### config.mk
export PLATFORM = sky130hd
export DESIGN_NAME = tx_interp_chain
export DESIGN_NICKNAME = d
export VERILOG_FILES = /design/src/rtl/tx_interp_chain_pkg.sv /design/src/rtl/tx_interp_chain_phase_acc.sv /design/src/rtl/tx_interp_chain.sv
export SDC_FILE = /design/constraint.sdc
export NUM_CORES = 1
export LEC_CHECK = 0
export CORE_MARGIN = 2
export CORE_UTILIZATION = 45
export CTS_BUF_LIST = sky130_fd_sc_hd__clkbuf_4 sky130_fd_sc_hd__clkbuf_8 sky130_fd_sc_hd__clkbuf_16
export CTS_CLUSTER_SIZE = 14
export DETAILED_ROUTE_END_ITERATION = 10
export PLACE_DENSITY = 0.86
export SYNTH_ARGS = -nofsm -noshare
export SYNTH_HDL_FRONTEND = slang
export SYNTH_SLANG_ARGS = --single-unit
export TNS_END_PERCENT = 50
### constraint.sdc
create_clock -name clock -period 4.5 [get_ports clock]
set_input_delay 0.9 -clock clock [delete_from_list [all_inputs] [get_ports clock]]
set_output_delay 0.9 -clock clock [all_outputs]
set_load 0.02 [all_outputs]
### src/rtl/tx_interp_chain_pkg.sv
// Shared widths, the I/Q sample record and the rate-counter reload helper
// for the TX interpolation chain.
package tx_interp_chain_pkg;

  localparam int SAMPLE_W = 16;
  localparam int PHASE_W  = 32;
  localparam int RATE_W   = 8;
  localparam int ADDR_W   = 7;

  typedef struct packed {
    logic [SAMPLE_W-1:0] i;
    logic [SAMPLE_W-1:0] q;
  } iq_t;

  // A ratio of 0 behaves as 1, so both reload the counter with 0.
  function automatic logic [RATE_W-1:0] reload_count(input logic [RATE_W-1:0] rate);
    return (rate == '0) ? '0 : rate - 1'b1;
  endfunction

endpackage

### src/rtl/tx_interp_chain_phase_acc.sv
// NCO phase accumulator with serially loaded frequency and phase words.
// A direct phase load always beats the accumulate step in the same cycle.
module tx_interp_chain_phase_acc
  import tx_interp_chain_pkg::*;
#(
  parameter logic [ADDR_W-1:0] FREQADDR  = '0,
  parameter logic [ADDR_W-1:0] PHASEADDR = '0
) (
  input  logic               clock,
  input  logic               reset,
  input  logic               enable,
  input  logic               tick,
  input  logic [ADDR_W-1:0]  serial_addr,
  input  logic [PHASE_W-1:0] serial_data,
  input  logic               serial_strobe,
  output logic [PHASE_W-1:0] phase
);

  logic [PHASE_W-1:0] freq_reg;
  logic [PHASE_W-1:0] phase_reg;

  logic freq_wr;
  logic phase_wr;

  assign freq_wr  = serial_strobe && (serial_addr == FREQADDR);
  assign phase_wr = serial_strobe && (serial_addr == PHASEADDR);

  // Frequency word: only reset or a serial write changes it; survives enable low.
  always_ff @(posedge clock or posedge reset) begin
    if (reset)        freq_reg <= '0;
    else if (freq_wr) freq_reg <= serial_data;
  end

  // Phase: direct load first, then flush while disabled, else advance once per DAC tick.
  always_ff @(posedge clock or posedge reset) begin
    if (reset)         phase_reg <= '0;
    else if (phase_wr) phase_reg <= serial_data;
    else if (!enable)  phase_reg <= '0;
    else if (tick)     phase_reg <= phase_reg + freq_reg;
  end

  assign phase = phase_reg;

endmodule

### src/rtl/tx_interp_chain.sv
// TX interpolation chain: pulls one I/Q pair from the TX FIFO every R DAC ticks,
// holds it at DAC rate (zero-order hold), flags underrun and drives the NCO phase.
module tx_interp_chain
  import tx_interp_chain_pkg::*;
#(
  parameter logic [ADDR_W-1:0] FREQADDR  = '0,
  parameter logic [ADDR_W-1:0] PHASEADDR = '0
) (
  input  logic                clock,
  input  logic                reset,
  input  logic                enable,
  input  logic [RATE_W-1:0]   interp_rate,
  input  logic                sample_strobe,
  output logic                interpolator_strobe,
  input  logic                data_valid,
  input  logic [ADDR_W-1:0]   serial_addr,
  input  logic [PHASE_W-1:0]  serial_data,
  input  logic                serial_strobe,
  input  logic [SAMPLE_W-1:0] i_in,
  input  logic [SAMPLE_W-1:0] q_in,
  output logic [SAMPLE_W-1:0] i_out,
  output logic [SAMPLE_W-1:0] q_out,
  output logic [PHASE_W-1:0]  phase,
  output logic                underrun
);

  logic [RATE_W-1:0] count_reg;
  iq_t               hold_reg;
  logic              underrun_reg;
  logic              tick;
  logic              fire;

  assign tick = enable & sample_strobe;
  assign fire = tick & (count_reg == '0);

  // The request pulse is suppressed while reset is held so nothing is consumed then.
  assign interpolator_strobe = fire & ~reset;

  // Rate counter: reload on a request, count down on other DAC ticks, park at 0 when idle.
  always_ff @(posedge clock or posedge reset) begin
    if (reset)        count_reg <= '0;
    else if (!enable) count_reg <= '0;
    else if (fire)    count_reg <= reload_count(interp_rate);
    else if (tick)    count_reg <= count_reg - 1'b1;
  end

  // Hold registers: capture the FIFO word on a request, zero-fill when it was empty.
  always_ff @(posedge clock or posedge reset) begin
    if (reset)             hold_reg <= '0;
    else if (!enable)      hold_reg <= '0;
    else if (fire) begin
      if (data_valid) hold_reg <= '{i: i_in, q: q_in};
      else            hold_reg <= '0;
    end
  end

  // Sticky underrun: set by a request that found no data, cleared only by disabling.
  always_ff @(posedge clock or posedge reset) begin
    if (reset)                    underrun_reg <= 1'b0;
    else if (!enable)             underrun_reg <= 1'b0;
    else if (fire && !data_valid) underrun_reg <= 1'b1;
  end

  assign i_out    = hold_reg.i;
  assign q_out    = hold_reg.q;
  assign underrun = underrun_reg;

  tx_interp_chain_phase_acc #(
    .FREQADDR  (FREQADDR),
    .PHASEADDR (PHASEADDR)
  ) u_phase_acc (
    .clock         (clock),
    .reset         (reset),
    .enable        (enable),
    .tick          (tick),
    .serial_addr   (serial_addr),
    .serial_data   (serial_data),
    .serial_strobe (serial_strobe),
    .phase         (phase)
  );

endmodule
**Word-level counts from Yosys, hierarchy flattened**

Cells that the tools add are included.

- Register bits: 105
- Output and inout bits: 66
- Logic and storage cells: 35

- Add/subtract/negate cells: 3
- Equal/unequal tests: 4
- Mux-type cells: 12
- Bitwise logic cells: 4
- Reduce and logical (&&, ||, !) cells: 6

Operator list:

| operator | number |
|---|---|
| $mux 32 | 6 |
| $add 32x32->32 | 1 |
| $mux 8 | 4 |
| $logic_not 8->1 | 2 |
| $sub 8x1->8 const B | 2 |
| $logic_not 7->1 | 1 |
| $ne 3x1->1 const B | 2 |
| $ne 2x1->1 const B | 2 |
| $and 1x1->1 | 3 |
| $logic_and 1x1->1 | 2 |
| $mux 1 | 2 |
| $logic_not 1->1 | 1 |
| $not 1->1 | 1 |

**Depth between registers and ports, before layout**

Gate-level depths: netlist (run 1).

- Depth after elaboration: 5
- Mapped depth: 11

**Cells and area by module**

A second synthesis (run 1) with hierarchy kept.

- Cell total of the unflattened synthesis: 644
- Area total of the unflattened synthesis: 6148.4 µm²

Modules (own cells, without submodules):

| module | times used | cells an instance | area each (µm²) | seq. area each (µm²) |
|---|---|---|---|---|
| tx_interp_chain_phase_acc | 1 | 481 | 4172.8 | 1601.5 |
| tx_interp_chain | 1 | 163 | 1975.6 | 1026.0 |

**Worst setup path before layout (run 1)**

Ideal clock, no wire load.

- Path type: register to register
- Start: register u_phase_acc.phase_reg[0], in the netlist u_phase_acc.phase[0]
- End: register u_phase_acc.phase_reg[30], in the netlist u_phase_acc.phase[30]
- Arrival: 2679 ps
- Data required time: 4421 ps
- Slack: 1742 ps
- Stages on the path, launching flop included: 12
- Period minus slack after synthesis: 2758 ps
- Cells stage by stage: dfrtp_1 > ha_1 > inv_1 > fa_1 > and2b_1 > o2111ai_1 > a2111oi_2 > or3_1 > nand2_1 > o31ai_1 > xor2_1 > a2bb2oi_1

- Word-level cells in the longest chain between the ends: 4

RTL lines:

| element | RTL line | text |
|---|---|---|
| start: declaration | tx_interp_chain_phase_acc.sv:20 | `logic [PHASE_W-1:0] phase_reg;` |
| start signal: assignment | tx_interp_chain_phase_acc.sv:37 | `else if (phase_wr) phase_reg <= serial_data;` |
| start signal: assignment | tx_interp_chain_phase_acc.sv:39 | `else if (tick) phase_reg <= phase_reg + freq_reg;` |
| $add 32x32->32 | tx_interp_chain_phase_acc.sv:39 |  |
| $mux 32 | tx_interp_chain_phase_acc.sv:39 |  |
| $mux 32 | tx_interp_chain_phase_acc.sv:38 | `else if (!enable) phase_reg <= '0;` |
| $mux 32 | tx_interp_chain_phase_acc.sv:37 |  |

Every way passes these cells. The select of a mux whose other input is x is not followed.
A chain may end at the register's enable or synchronous reset.

**Final worst setup path (run 1)**

- Start: register count_reg[0]
- End: output interpolator_strobe

- Word-level cells in the longest chain between the ends: 3

RTL lines:

| element | RTL line | text |
|---|---|---|
| start: declaration | tx_interp_chain.sv:27 | `logic [RATE_W-1:0] count_reg;` |
| start signal: assignment | tx_interp_chain.sv:43 | `else if (fire) count_reg <= reload_count(interp_rate);` |
| start signal: assignment | tx_interp_chain.sv:44 | `else if (tick) count_reg <= count_reg - 1'b1;` |
| $logic_not 8->1 | tx_interp_chain.sv:34 | `assign fire = tick & (count_reg == '0);` |
| $and 1x1->1 | tx_interp_chain.sv:34 |  |
| $and 1x1->1 | tx_interp_chain.sv:37 | `assign interpolator_strobe = fire & ~reset;` |
| end: declaration | tx_interp_chain.sv:14 | `output logic interpolator_strobe,` |

Every way passes these cells.

==> summary.txt, run 1 <==
Setup path
  • Startpoint types: flip-flop
  • Crit path capture type: output pin
  • CP Cell Sequence: inv_1 -> ha_1 -> or4b_4 -> nor4_4 -> nand3_1 -> nor2_1 -> clkdlybuf4s50_1
  • CP Data Required Time: 3.60 ns
  • Worst r2r src: u_phase_acc.phase[0]
  • Critical path class: reg2out
  • R2r setup slk: 1.46 ns
  • Largest stage delay on the critical path: 0.62 ns
  • Crit path max fanout: 6
  • Worst path arrival time: 2.79 ns
  • Reg-to-Reg End: u_phase_acc.phase[30]
  • Critical-path top delay cell: clkdlybuf4s50_1
  • Worst r2r path cells: 11

Cells and area
  • Design Area, Final: 8100 um^2
  • Ant diodes: 0
  • Layout cell share with drive strength beyond 1: 0.0454
  • Synthesis-to-finish area growth: 32.2%
  • Nets: 930
  • Post-layout utilization of the core: 0.609
  • Multi-input logic area: 3300 um^2
  • Flip-flop and latch area: 2630 um^2
  • Fillers: 1141

Pwr
  • PD cells: 344 nW/um^2
  • Gate power share: 0.295
  • Switching Share: 0.339
  • Register share of total power: 0.414
  • Leak: 3.76 nW
  • P_sw: 0.943 mW
  • Worst VDD drop: 0.247 mV
  • Int Pwr: 1.84 mW
  • Clk pwr share: 0.291
  • Overall Power: 2.79 mW

Synth
  • Synthesized area per cell: 9.07 um^2
  • Cell Area, Synth: 6130 um^2
  • Post-synth cell types: 60
  • Most frequent cells after synthesis: nand2_1 (132), dfrtp_1 (105), a21oi_1 (53), o21ai_0 (53), nor2_1 (35)
  • Cell type with the largest total area after synthesis: dfrtp_1
  • Synth warnings: 0
  • Most numerous cell in the Yosys netlist: nand2_1
  • Top_reg_cell synth: dfrtp_1
  • Async set or reset register ratio after synthesis: 1.00
  • Post-Syn Nets: 796
  • Post-Syn Instances: 676
  • Area contributors post-synth: dfrtp_1 (43%), nand2_1 (8.1%), ha_1 (6.9%)
  • Post-synth EDFFs: 0
  • Share of the synthesized area in the top cell type: 0.429
  • Flops & latches, synth: 105
  • Register area share after synthesis: 0.429

Floorplanning
  • Chip Width: 121 um
  • DIE AREA: 14600 um^2
  • Die H: 121 um
  • Starting Density: 0.461
  • Core Box Area: 13300 um^2
  • Core Rows: 42
  • # IOs: 151

Clock tree
  • # H-tree levels: 3
  • Clock tree buffer depth: 2
  • Clock transition at path regs: 0.08 ns
  • Post-CTS Hold Buffers: 0
  • Worst skew pair latency: 0.36 ns
  • Setup Fix Bufs, Post-CTS: 0
  • CTS tree: built
  • Total CTS buffers: 9
  • # clock sinks: 105
  • Post-CTS sizing: 0
  • Root buf cell: clkbuf_16

GRT
  • GRT overflow: 0
  • All-layer global routing usage: 0.230
  • Largest net degree at the start of global routing: 89
  • Number of global-route vias before repair: 5749
  • Initial antenna violation count: 0
  • First-pass GRT wire length: 27100 um

Timing
  • Setup_tns: 0 ns
  • Final setup fails: 0
  • Max Slew Vio Count: 0
  • RSZ-0062 raised after global routing: false
  • Slew Limit Headroom: 0.272
  • Tightest Pin Transition: 1.09 ns
  • Min Tclk post-route: 3.69 ns
  • Slack of the critical path: 0.808 ns
  • Worst Clk Skew: 0.0144 ns
  • Fmax: 271 MHz
  • Fraction of the cycle the final worst path needs: 0.820
  • Final Hold Fails: 0

Placement
  • Post-DP HPWL: 11700 um
  • Quantity of I/O buffers inserted on ports: 150
  • Post-DP Area: 7790 um^2
  • Final GP Congestion: 0.933
  • Placement Setup Slack: 1.07 ns

Hold path
  • Hold depth: 2
  • Hold Path Origin: u_phase_acc.freq_reg[4]
  • Worst min path class: reg2reg
  • Worst hold endpoint: u_phase_acc.freq_reg[4]

Route
  • WL final: 16500 um
  • Drt drc: 0
  • Routed Antenna Nets: 0
  • WL per Instance: 16.7 um
  • Vias per std cell: 5.67
  • DR iter-0 viols: 347
  • DRT Pass-1 Iters: 5
  • Via Count: 5622

Run status
  • Outcome: finished clean

Flow run
  • Max Cap Viol: 0
## metrics by stage
stage	std cells	hold slack (ns)
CTS	991	0.491
finish	991	0.491
global placement	975	0.463
global route	991	0.503
floorplan	676	0.450
detailed placement	975	0.471
## per-layer routing
layer	up-vias	global-route usage	wire (um)	part of all wire
li1	2690	-	-	-
met2	197	0.375	7810	0.47
met5	-	0	0	0
met3	31	0.0618	1090	0.066
met4	0	0.0778	350	0.021
met1	2704	0.296	7280	0.44
## cell usage in the layout, fill, tap and decap left out, types with 3 or more instances in the layout
| cell type | n |
|---|---|
| clkbuf_16 | 9 |
| nand3_1 | 6 |
| clkinv_8 | 3 |
| nand2b_1 | 3 |
| nor2_1 | 34 |
| a22oi_1 | 7 |
| o31ai_1 | 5 |
| nor2b_1 | 8 |
| inv_1 | 14 |
| a21oi_1 | 53 |
| xnor2_1 | 18 |
| a31oi_1 | 8 |
| o21ai_0 | 53 |
| nand3b_1 | 4 |
| o211ai_1 | 4 |
| clkdlybuf4s50_1 | 150 |
| nand2_1 | 132 |
| a22o_1 | 34 |
| or3_1 | 5 |
| and2_1 | 5 |
| dfrtp_1 | 105 |
| a21o_1 | 12 |
| nor3_1 | 13 |
| nand4_1 | 9 |
| ha_1 | 34 |
| buf_4 | 8 |
| o21bai_1 | 5 |
| mux2i_1 | 12 |
| nor4_1 | 3 |
| and3_1 | 3 |
| xor2_1 | 12 |
## cell type report
cell class / count / share of cell area
timing repair buffer: 159 / 0.195
clock buffer: 9 / 0.0278
inverter: 15 / 0.00726
sequential: 105 / 0.324
multi-input combinational: 520 / 0.408
clock inverter: 7 / 0.0105
tap: 176 / 0.0272
## worst max-delay path: cells and delay by family (launching register included)
| family | cells | cell delay, ns |
|---|---|---|
| DFF | 1 | 0.42 |
| and+or+nand+nor | 4 | 1.15 |
| buffers and inverters | 2 | 0.69 |
| adders and majority gates | 1 | 0.18 |
## power by group through the flow
| stage | sequential (mW) | clock (mW) | combinational [mW] |
|---|---|---|---|
| after floorplan | 1.22 | 0 | 0.436 |
| after global placement | 1.16 | 0 | 0.797 |
| after detailed placement | 1.17 | 0 | 0.820 |
| after CTS | 1.15 | 0.825 | 0.823 |
| after global routing | 1.17 | 0.858 | 0.897 |
| final | 1.15 | 0.811 | 0.823 |
## worst max path at each step
stage / cells after the start / end / from
after floorplan: 1 / count_reg[0] / reset
after CTS: 7 / interpolator_strobe / count_reg[0]
after detailed placement: 5 / interpolator_strobe / enable
after global placement: 5 / interpolator_strobe / enable
final: 7 / interpolator_strobe / count_reg[0]
after global routing: 7 / interpolator_strobe / count_reg[0]
## cell families after synthesis
logic type,Yosys count,share of synthesized area
and+or+nand+nor,237,0.178
muxes,13,0.0214
AOI/OAI and AO/OA,205,0.224
DFF,105,0.429
buffers and inverters,51,0.0329
xor gates and xnor gates,30,0.0429
adders and majority gates,35,0.0727
(Power assumes the default switching activity.)
==> run 2: changes to the inputs <==
PLACE_DENSITY = 0.89   (was 0.86)
clock period = 3.1 ns   (was 4.5 ns; I/O delays follow)
==> summary.txt, run 2 (same netlist as run 1, synthesis figures left out) <==
Cells and area
  • Design Area, Final: 8130 um^2 (+0.39%)
  • Most common library cell in the layout ignoring fill and taps: clkdlybuf4s50_1
  • Flip-flop and latch area: 2630 um^2 (unchanged)
  • Multi-input logic area: 3310 um^2 (+0.15%)
  • Final Instance Count excl. Fillers: 996 (+0.50%)
  • Fillers: 1101 (-3.5%)
  • Layout cell share with drive strength beyond 1: 0.0537 (+0.00826)
  • Synthesis-to-finish area growth: 32.7%
  • Nets: 935 (+0.54%)
  • Ant diodes: 0 (unchanged)
  • Most frequent cells in the layout: clkdlybuf4s50_1 (149), nand2_1 (132), dfrtp_1 (105), o21ai_0 (53), a21oi_1 (53)

GRT
  • First-pass GRT wire length: 26600 um (-1.8%)
  • Initial antenna violation count: 0 (unchanged)
  • Largest net degree at the start of global routing: 71 (-20%)
  • Number of global-route vias before repair: 5456 (-5.1%)
  • All-layer global routing usage: 0.229 (-0.000855)
  • GRT overflow: 0 (unchanged)

Pwr
  • Int Pwr: 2.68 mW (+45%)
  • Leak: 3.79 nW (+0.77%)
  • PD cells: 496 nW/um^2 (+44%)
  • Register share of total power: 0.415 (about the same)
  • Gate power share: 0.298 (+0.003)
  • Worst VDD drop: 0.327 mV (+32%)
  • Switching Share: 0.336 (-0.00208)
  • P_sw: 1.36 mW (+44%)
  • Clk pwr share: 0.287 (-0.004)

Setup path
  • Largest stage delay on the critical path: 0.52 ns (-0.10 ns)
  • Crit path max fanout: 5 (-1)
  • CP Cell Sequence: inv_1 -> ha_1 -> or4b_4 -> nor4_4 -> nand3_1 -> nor2_1 -> clkbuf_2
  • Crit path capture type: output pin
  • Startpoint types: flip-flop
  • CP Buf/Inv Count: 2 (unchanged)
  • Worst path arrival time: 2.26 ns (-0.53 ns)
  • Top delay family on crit path: simple AND/OR/NAND/NOR gates
  • CP Data Required Time: 2.48 ns (-1.12 ns)
  • Critical path class: reg2out
  • R2r setup slk: 0.27 ns (-1.19 ns)
  • Critical-path top delay cell: or4b_4

Floorplanning
  • Die H: 121 um (unchanged)
  • Core Rows: 42 (unchanged)
  • Starting Density: 0.461 (unchanged)
  • # IOs: 151 (unchanged)
  • Chip Width: 121 um (unchanged)
  • DIE AREA: 14600 um^2 (unchanged)
  • Core Box Area: 13300 um^2 (unchanged)

Route
  • Drt drc: 0 (unchanged)
  • WL final: 16500 um (-0.22%)
  • Vias per std cell: 5.62 (-0.89%)
  • DRT Pass-1 Iters: 5 (unchanged)
  • Routed Antenna Nets: 0 (unchanged)
  • WL per Instance: 16.6 um (-0.72%)
  • Via Count: 5600 (-0.39%)
  • DR iter-0 viols: 319 (-8.1%)

Timing
  • Worst Clk Skew: 0.0138 ns (-0.000649 ns)
  • Setup_tns: 0 ns (unchanged)
  • Final setup fails: 0 (unchanged)
  • Fmax: 347 MHz
  • Final Hold Fails: 0 (unchanged)
  • Min Tclk post-route: 2.88 ns
  • RSZ-0062 raised after global routing: false
  • Slack of the critical path: 0.219 ns (-0.589 ns)
  • Slew Limit Headroom: 0.239 (-0.0329)
  • Tightest Pin Transition: 1.14 ns (+0.0494 ns)
  • Fraction of the cycle the final worst path needs: 0.929
  • Max Slew Vio Count: 0 (unchanged)

Clock tree
  • Setup Fix Bufs, Post-CTS: 0 (unchanged)
  • Root buf cell: clkbuf_16
  • Clock transition at path regs: 0.07 ns (about the same)
  • CTS tree: built
  • # H-tree levels: 3 (unchanged)
  • Clock tree buffer depth: 2 (unchanged)
  • Post-CTS Hold Buffers: 0 (unchanged)
  • Total CTS buffers: 9 (unchanged)
  • Worst skew pair latency: 0.36 ns (about the same)
  • # clock sinks: 105 (unchanged)

Placement
  • Quantity of I/O buffers inserted on ports: 150 (unchanged)
  • Placed Cells: 980 (+0.51%)
  • Post-DP HPWL: 12000 um (+1.9%)
  • Post-DP Area: 7830 um^2 (+0.50%)
  • Final GP Congestion: 0.940 (+0.74%)
  • Placement Setup Slack: 0.195 ns (-0.870 ns)

Flow run
  • Max Cap Viol: 0 (unchanged)

Run status
  • Outcome: finished clean

Hold path
  • Worst min path class: reg2reg
## run 2: worst paths after layout
check,from,to,depth (start not counted)
hold / removal,u_phase_acc.freq_reg[25],u_phase_acc.freq_reg[25],2
setup / recovery,count_reg[0],interpolator_strobe,7
hold reg to reg,u_phase_acc.freq_reg[25],u_phase_acc.freq_reg[25],2
max in group asynchronous,reset,u_phase_acc.freq_reg[22],3
min in group asynchronous,reset,q_out[2],3
setup reg to reg,u_phase_acc.phase[0],u_phase_acc.phase[30],11
## run 2: metrics by stage
step                hold slack (ns)  utilization  power (mW)
finish                        0.490        0.612        4.04
global placement              0.461        0.589        2.85
floorplan                     0.450            -        2.41
global route                  0.512        0.612        4.26
detailed placement            0.472        0.589        2.89
CTS                           0.491        0.612        4.07
## run 2: routing by layer
layer  share of wire  track usage  wire length, um
met1            0.44        0.297             7240
met2            0.47        0.365             7740
met3           0.068       0.0557             1120
met4           0.024       0.0988              388
met5               0            0                0
## run 2: final cells by class
type,instances,share of cell area
inverters,15,0.00738
repair buffers,164,0.198
clock inverters,7,0.00954
flip-flops and latches,105,0.323
multi-input cells,520,0.407
clock buffers,9,0.0277
well taps,176,0.0271
## run 2: power by group through the flow
stage                     Sequential (mW)  Combinational, mW  Clock, mW
final                                1.67               1.20       1.16
after global routing                 1.69               1.31       1.25
after CTS                            1.67               1.20       1.19
after detailed placement             1.70               1.19          0
after floorplan                      1.78              0.633          0
after global placement               1.69               1.16          0
## run 2: worst reg2reg max path, cell delays in order, from the launching register on
cell and delay (ns):
dfrtp_1 0.37, ha_1 0.20, inv_1 0.06, fa_1 0.37
and2b_1 0.23, o2111ai_1 0.17, a2111oi_2 0.37, or3_1 0.17
nand2_1 0.18, o31ai_2 0.31, xor2_1 0.16, a2bb2oi_1 0.17
## run 2: what timing repair did
item,4_1_cts,5_1_grt
cloned,0,0
pin swaps,0,1
resized for setup,1,3
setup endpoints to repair,1,3
